`src/rtl/ascon_sequencer.sv`:
```
// Control sequencer for an Ascon-style encryption datapath: walks init, associated
// data, plaintext blocks and finalisation, strobing the datapath one round per cycle.
module ascon_sequencer #(
   parameter int unsigned NB_BLOCKS = 3
) (
   input  logic       clock_i,
   input  logic       resetb_i,
   input  logic       start_i,
   input  logic       abort_i,
   input  logic       data_valid_i,
   output logic       data_ready_o,
   output logic       state_load_o,
   output logic       perm_en_o,
   output logic [3:0] round_o,
   output logic       data_xor_o,
   output logic       key_xor_begin_o,
   output logic       key_xor_end_o,
   output logic       domain_sep_o,
   output logic       cipher_valid_o,
   output logic       tag_valid_o,
   output logic [1:0] blk_o,
   output logic       busy_o,
   output logic       done_o
);

   typedef enum logic [2:0] {IDLE, INIT, AD, PT_WAIT, PT, FINAL, DONE} state_t;

   localparam logic [3:0] LAST_RND = 4'd11;
   localparam logic [1:0] LAST_BLK = 2'(NB_BLOCKS - 1);

   state_t     state, state_nxt;
   logic [3:0] rnd, rnd_nxt;
   logic [1:0] blk, blk_nxt;

   always_ff @(posedge clock_i or negedge resetb_i) begin
      if (!resetb_i) begin
         state <= IDLE;
         rnd   <= '0;
         blk   <= '0;
      end else begin
         state <= state_nxt;
         rnd   <= rnd_nxt;
         blk   <= blk_nxt;
      end
   end

   always_comb begin
      state_nxt       = state;
      rnd_nxt         = rnd;
      blk_nxt         = blk;
      data_ready_o    = 1'b0;
      state_load_o    = 1'b0;
      perm_en_o       = 1'b0;
      data_xor_o      = 1'b0;
      key_xor_begin_o = 1'b0;
      key_xor_end_o   = 1'b0;
      domain_sep_o    = 1'b0;
      cipher_valid_o  = 1'b0;
      tag_valid_o     = 1'b0;
      done_o          = 1'b0;
      unique case (state)
         IDLE: begin
            // start_i reaches state_load_o combinationally, so mask it while in reset
            if (start_i && resetb_i) begin
               state_load_o = 1'b1;
               state_nxt    = INIT;
               rnd_nxt      = '0;
               blk_nxt      = '0;
            end
         end
         INIT: begin
            perm_en_o = 1'b1;
            if (rnd == LAST_RND) begin
               key_xor_end_o = 1'b1;
               state_nxt     = AD;
               rnd_nxt       = 4'd6;
            end else begin
               rnd_nxt = rnd + 4'd1;
            end
         end
         AD: begin
            perm_en_o  = 1'b1;
            data_xor_o = (rnd == 4'd6);
            if (rnd == LAST_RND) begin
               domain_sep_o = 1'b1;
               state_nxt    = PT_WAIT;
               rnd_nxt      = '0;
            end else begin
               rnd_nxt = rnd + 4'd1;
            end
         end
         PT_WAIT: begin
            data_ready_o = 1'b1;
            if (data_valid_i) begin
               data_xor_o     = 1'b1;
               cipher_valid_o = 1'b1;
               blk_nxt        = blk + 2'd1;
               if (blk == LAST_BLK) begin
                  key_xor_begin_o = 1'b1;
                  state_nxt       = FINAL;
                  rnd_nxt         = '0;
               end else begin
                  state_nxt = PT;
                  rnd_nxt   = 4'd6;
               end
            end
         end
         PT: begin
            perm_en_o = 1'b1;
            if (rnd == LAST_RND) begin
               state_nxt = PT_WAIT;
               rnd_nxt   = '0;
            end else begin
               rnd_nxt = rnd + 4'd1;
            end
         end
         FINAL: begin
            perm_en_o = 1'b1;
            if (rnd == LAST_RND) begin
               key_xor_end_o = 1'b1;
               tag_valid_o   = 1'b1;
               state_nxt     = DONE;
               rnd_nxt       = '0;
            end else begin
               rnd_nxt = rnd + 4'd1;
            end
         end
         DONE: begin
            done_o    = 1'b1;
            state_nxt = IDLE;
         end
         default: begin
            state_nxt = IDLE;
            rnd_nxt   = '0;
            blk_nxt   = '0;
         end
      endcase

      // abort silences every strobe of the current cycle and clears the counters
      if (abort_i) begin
         state_nxt       = IDLE;
         rnd_nxt         = '0;
         blk_nxt         = '0;
         data_ready_o    = 1'b0;
         state_load_o    = 1'b0;
         perm_en_o       = 1'b0;
         data_xor_o      = 1'b0;
         key_xor_begin_o = 1'b0;
         key_xor_end_o   = 1'b0;
         domain_sep_o    = 1'b0;
         cipher_valid_o  = 1'b0;
         tag_valid_o     = 1'b0;
         done_o          = 1'b0;
      end
   end

   assign round_o = perm_en_o ? rnd : '0;
   assign blk_o   = blk;
   assign busy_o  = (state != IDLE);

endmodule

```
`config.mk`:
```
export PLATFORM = sky130hd
export DESIGN_NAME = ascon_sequencer
export DESIGN_NICKNAME = d
export VERILOG_FILES = /design/src/rtl/ascon_sequencer.sv
export SDC_FILE = /design/constraint.sdc
export NUM_CORES = 1
export LEC_CHECK = 0
export ABC_AREA = 1
export CORE_MARGIN = 3
export CORE_UTILIZATION = 42
export CTS_BUF_LIST = sky130_fd_sc_hd__clkbuf_16
export CTS_CLUSTER_SIZE = 20
export DETAILED_ROUTE_END_ITERATION = 10
export PLACE_DENSITY = 0.74
export SLEW_MARGIN = 20
export SYNTH_ARGS = -nofsm -noshare
export SYNTH_HDL_FRONTEND = slang
export SYNTH_SLANG_ARGS = --single-unit
```
`constraint.sdc`:
```
create_clock -name clock_i -period 1.4 [get_ports clock_i]
set_input_delay 0.21 -clock clock_i [delete_from_list [all_inputs] [get_ports clock_i]]
set_output_delay 0.21 -clock clock_i [all_outputs]
set_load 0.05 [all_outputs]
```
==> results.cfg, run 1 <==
[clock_network]
cts_max_path_buffers = 2
cts_made_buffers = 3
htree_levels = 1
holdBufCountCts = 0
numClockSinks = 9
root_buffer = sky130_fd_sc_hd__clkbuf_16

[yosys]
seq_area_frac_synth_pct = 28.3
synth_area_per_cell_um2 = 6.62
syn_area_um2 = 795
ys_types = 20
synth.net_count = 128
cell_types_occupying_the_most_area_after_synthesis = sky130_fd_sc_hd__dfrtp_1, sky130_fd_sc_hd__nand2_1, sky130_fd_sc_hd__inv_1
ys_ff_latch = 9
synth.yosys.warnings = 0
synth_cells = 120
synth_top_cell_area_share_pct = 28.3
synthDominantAreaCellType = sky130_fd_sc_hd__dfrtp_1

[floorplan]
fp-row-count = 15
die_h_um = 49.5
initial_core_util_pct = 45.0
die_width_um = 49.5
ioPinCount = 22

[placement]
preCtsSetupSlack_ps = -222
detailed_place.area_mm2 = 0.00145
detailed_place_hpwl_um = 2100
number_of_buffer_cells_added_on_primary_ports = 21
gp_congestion = 0.920

[run_status]
last-stage-reached = global routing
status = stopped before the end
first-error = [ERROR DPL-0038] Utilization greater than 100%, impossible to legalize

[grt]
largest_net_degree_at_the_start_of_global_routing = 10

[sta]
worst_path_end_type = top-level output
crit_endpoint = tag_valid_o
metrics by stage:
step	cells	hold WS (ps)	setup TNS [ps]	util (%)
global placement	186	539	-3210	81.9
detailed placement	186	555	-3480	81.9
floorplan	120	-85.6	-2740	-
CTS	197	386	-3510	93.9
timing repair:
item,CTS
buffers inserted,7
endpoints found under the setup margin,22
endpoints found under the hold margin,0
resized for setup,29
pin swaps,6
cell usage after synthesis (all sizes together):
master  instances
o211ai          1
a21oi           3
nand2          41
nor4            1
inv            18
dfrtp           9
nor3            5
buf             2
nand3          12
and2            1
ha              3
o21ai           7
nand4           1
nor2           16
cells by family after synthesis:
logic type / after synthesis / share of synthesized area, %
adders and majority gates: 3 / 4.72
DFF: 9 / 28.3
buffers and inverters: 20 / 11.3
AOI/OAI and AO/OA: 11 / 8.19
and+or+nand+nor: 77 / 47.4
==> inputs of run 2 (changes only) <==
--- a/config.mk
+++ b/config.mk
@@ -6,12 +6,10 @@
 export NUM_CORES = 1
 export LEC_CHECK = 0
 export ABC_AREA = 1
-export CORE_MARGIN = 3
-export CORE_UTILIZATION = 42
-export CTS_BUF_LIST = sky130_fd_sc_hd__clkbuf_16
-export CTS_CLUSTER_SIZE = 20
+export CORE_AREA = 3 3 64 66
 export DETAILED_ROUTE_END_ITERATION = 10
-export PLACE_DENSITY = 0.74
+export DIE_AREA = 0 0 67 69
+export PLACE_DENSITY_LB_ADDON = 0.15
 export SLEW_MARGIN = 20
 export SYNTH_ARGS = -nofsm -noshare
 export SYNTH_HDL_FRONTEND = slang
==> constraint.sdc (replaced) <==
create_clock -name clock_i -period 1.8 [get_ports clock_i]
set_input_delay 0.27 -clock clock_i [delete_from_list [all_inputs] [get_ports clock_i]]
set_output_delay 0.27 -clock clock_i [all_outputs]
set_load 0.05 [all_outputs]
==> run 2 against run 1 <==
The run now ends clean; synthesized cell count unchanged; synthesized area is the same.
==> results.cfg, run 2 <==
[grt]
globalRoute.totalOverflow = 0
grt_pass1_vias = 844
grt_first_pass_wirelength_um = 3970
initial_antenna_violation_count = 0
gr-usage-all-layers_pct = 11.2
largest_net_degree_at_the_start_of_global_routing = 10

[pwr]
power_mw = 1.63
power.share.clock_pct = 14.8
switching_fraction_pct = 49.2
power_switching_mw = 0.800
pwr_density_cell_mw_per_mm2 = 1100
p_int_mw = 0.826
ir_drop_worst_case_vdd_v = 0.000685
seq_power_share_pct = 19.1
cellLeakagePower_nw = 0.688
share_comb_of_total_power_pct = 66.1

[layout]
synthToLayoutAreaGrowth_pct = 86.1
n_antenna_cell = 0
layout_filler_cell_count = 389
registers.top_by_ff_count = rnd
final_common_cell = sky130_fd_sc_hd__nand2_1
finalNetCount = 165
mostFrequentLayoutCells = sky130_fd_sc_hd__nand2_1, sky130_fd_sc_hd__buf_12, sky130_fd_sc_hd__buf_4
drive_above_1_share_pct = 46.2
max_ffs_per_register = 4
layoutNonFillerInstCount = 204

[routing]
finalWirelength_um = 2460
firstDrtPassIters = 4
drt-wirelength-per-cell_um = 12.1
vias = 887
dr.first_iter.drc_count = 22
routed_via_density = 4.35
post-route-drc-count = 0
postRouteAntennaNets = 0

[placement]
preCtsSetupSlack_ps = 16.5
gp_congestion = 0.804
number_of_buffer_cells_added_on_primary_ports = 21
dpl.cell_count = 197
detailed_place_hpwl_um = 1920

[yosys]
synth_cells = 120
postSynth.asyncResetShare_pct = 100
synth_commonest_cells = sky130_fd_sc_hd__nand2_1, sky130_fd_sc_hd__inv_1, sky130_fd_sc_hd__nor2_1
synthDominantAreaCellType = sky130_fd_sc_hd__dfrtp_1
syn_area_um2 = 795
synth_area_per_cell_um2 = 6.62
post_synth_mux_area_share_pct = 0
yosysMostFrequentCell = sky130_fd_sc_hd__nand2_1
yosys.area_share.simple_pct = 47.4
synth_edf_count = 0
ys_types = 20
synth_ff_type = sky130_fd_sc_hd__dfrtp_1
synth.net_count = 128
ys_ff_latch = 9
synthAdderAreaFrac_pct = 4.72
fraction_of_synthesized_cell_area_in_xor_and_xnor_cells_pct = 0
seq_area_frac_synth_pct = 28.3
synth_top_cell_area_share_pct = 28.3
cell_types_occupying_the_most_area_after_synthesis = sky130_fd_sc_hd__dfrtp_1, sky130_fd_sc_hd__nand2_1, sky130_fd_sc_hd__inv_1
synth.yosys.warnings = 0
complex_gate_fraction_of_the_synthesized_area_pct = 8.19
synth_top_family_by_area = simple AND/OR/NAND/NOR gates

[setup_path]
setup.worst_path.start_class = flop
timing.reg2reg.setup_slack_ps = 320
critical_path.reg2reg.startpoint = rnd[0]
ff2ff_path_depth = 8
data_required_time_at_the_worst_endpoint_ps = 1530
critPathSlowestCell = sky130_fd_sc_hd__dfrtp_2
r2r_end = state[1]
cp_data_arrival_time_ps = 1500
timing.critical_path.cells = inv_2, ha_4, nand3_4, nor2_4, a21oi_1, nor2_1, clkbuf_16
critPathKind = flop to primary output
worst_setup_path_end_kind = primary output
cpPeakStageDelay_ps = 440
maximum_fanout_count_along_the_critical_path = 5

[clock_network]
htree_levels = 1
cts_made_buffers = 3
tritoncts = done
holdBufCountCts = 0
numClockSinks = 9
cts.reportedPaths.clkPinSlew_ps = 50
root_buffer = sky130_fd_sc_hd__clkbuf_8
worst_skew_pair.late_latency_ps = 230
cts_max_path_buffers = 2

[sta]
finalSetupViolations = 0
setup_total_negative_slack_ps = 0
unrepaired_setup_endpoints_after_global_routing = yes
worstMarginPinSlew_ps = 261
fin_skew_ps = 1.62
finalHoldViolations = 0
post-route-period-util_pct = 98.4
maxSlewViolCount = 0
post-route-min-period_ps = 1770
upper_clock_frequency_limit_ghz = 0.565
worst_slew_margin_rel_pct = 82.5
worst_slack_ps = 28.6

[floorplan]
design.die.area_mm2 = 0.00462
die_width_um = 67
ioPinCount = 22
die_h_um = 69
fp-row-count = 22
core_region_area_mm2 = 0.00363
initial_core_util_pct = 21.9

[run_status]
status = finished, final reports clean

[run]
max-cap-violations = 0

[hold_path]
hold_class = input port to async pin
[run 2: power by group through the flow]
| stage | Combinational (mW) | Sequential (mW) | Clock [mW] |
|---|---|---|---|
| 6_report | 1.08 | 0.311 | 0.241 |
| 5_1_grt | 1.17 | 0.316 | 0.261 |
| 3_3_place_gp | 0.959 | 0.309 | 0 |
| 2_1_floorplan | 0.627 | 0.308 | 0 |
| 3_5_place_dp | 0.956 | 0.309 | 0 |
| 4_1_cts | 1.02 | 0.307 | 0.251 |
[run 2: kinds of logic after synthesis]
logic type	count (synthesis)
simple gates	77
buf+inv	20
compound gates	11
flops	9
fa+ha+maj	3
[run 2: final cells by class]
class,instances,area (µm²),share of cell area (%)
Clock buffer,4,45.0,3.05
Timing Repair Buffer,34,462,31.2
Tap cell,48,60.1,4.06
Multi-Input combinational cell,91,612,41.4
Inverter,18,71.3,4.82
Sequential cell,9,229,15.5
[run 2: routing by layer]
metal  part of all wire [%]  track usage (%)
met3                    3.3             2.61
met4                   0.89             2.03
met1                     46             15.4
met2                     50             17.7
met5                      0                0
[run 2: worst max-delay path: cells and delay by family (launching register included)]
kind	cells	cell delay, ps
buffers and inverters	2	290
adder cells (fa/ha/maj)	1	140
AND/OR/NAND/NOR	3	340
flip-flops	1	440
AO/OA/AOI/OAI	1	40
[run 2: what timing repair did]
action / CTS / global route
buffers inserted: 2 / 1
endpoints found under the setup margin: 9 / 11
pin swaps: 3 / 5
resized for setup: 10 / 14
[run 2: worst max-delay path by stage]
stage,from,to,cells after the start
CTS,rnd[0],data_xor_o,7
finish,rnd[0],data_xor_o,7
floorplan,rnd[1],tag_valid_o,3
global route,rnd[0],data_xor_o,7
global placement,abort_i,key_xor_begin_o,6
detailed placement,abort_i,key_xor_begin_o,6
[run 2: stage by stage]
stage          util (%)  hold slack (ps)  area [µm²]
2_1_floorplan         -            -25.6         852
3_3_place_gp       36.3              504        1320
3_5_place_dp       36.3              501        1320
4_1_cts            38.6              370        1400
5_1_grt            40.7              390        1480
6_report           40.7              368        1480
Note: power is estimated with default switching activity, not from simulation.
==> inputs of run 3 (changes only) <==
--- a/config.mk
+++ b/config.mk
@@ -7,10 +7,10 @@
 export LEC_CHECK = 0
 export ABC_AREA = 1
 export CORE_AREA = 3 3 64 66
+export CTS_CLUSTER_SIZE = 16
 export DETAILED_ROUTE_END_ITERATION = 10
 export DIE_AREA = 0 0 67 69
 export PLACE_DENSITY_LB_ADDON = 0.15
-export SLEW_MARGIN = 20
 export SYNTH_ARGS = -nofsm -noshare
 export SYNTH_HDL_FRONTEND = slang
 export SYNTH_SLANG_ARGS = --single-unit
==> results of run 3 <==
No change in the layout: final DEF, timing and power equal those of run 2.
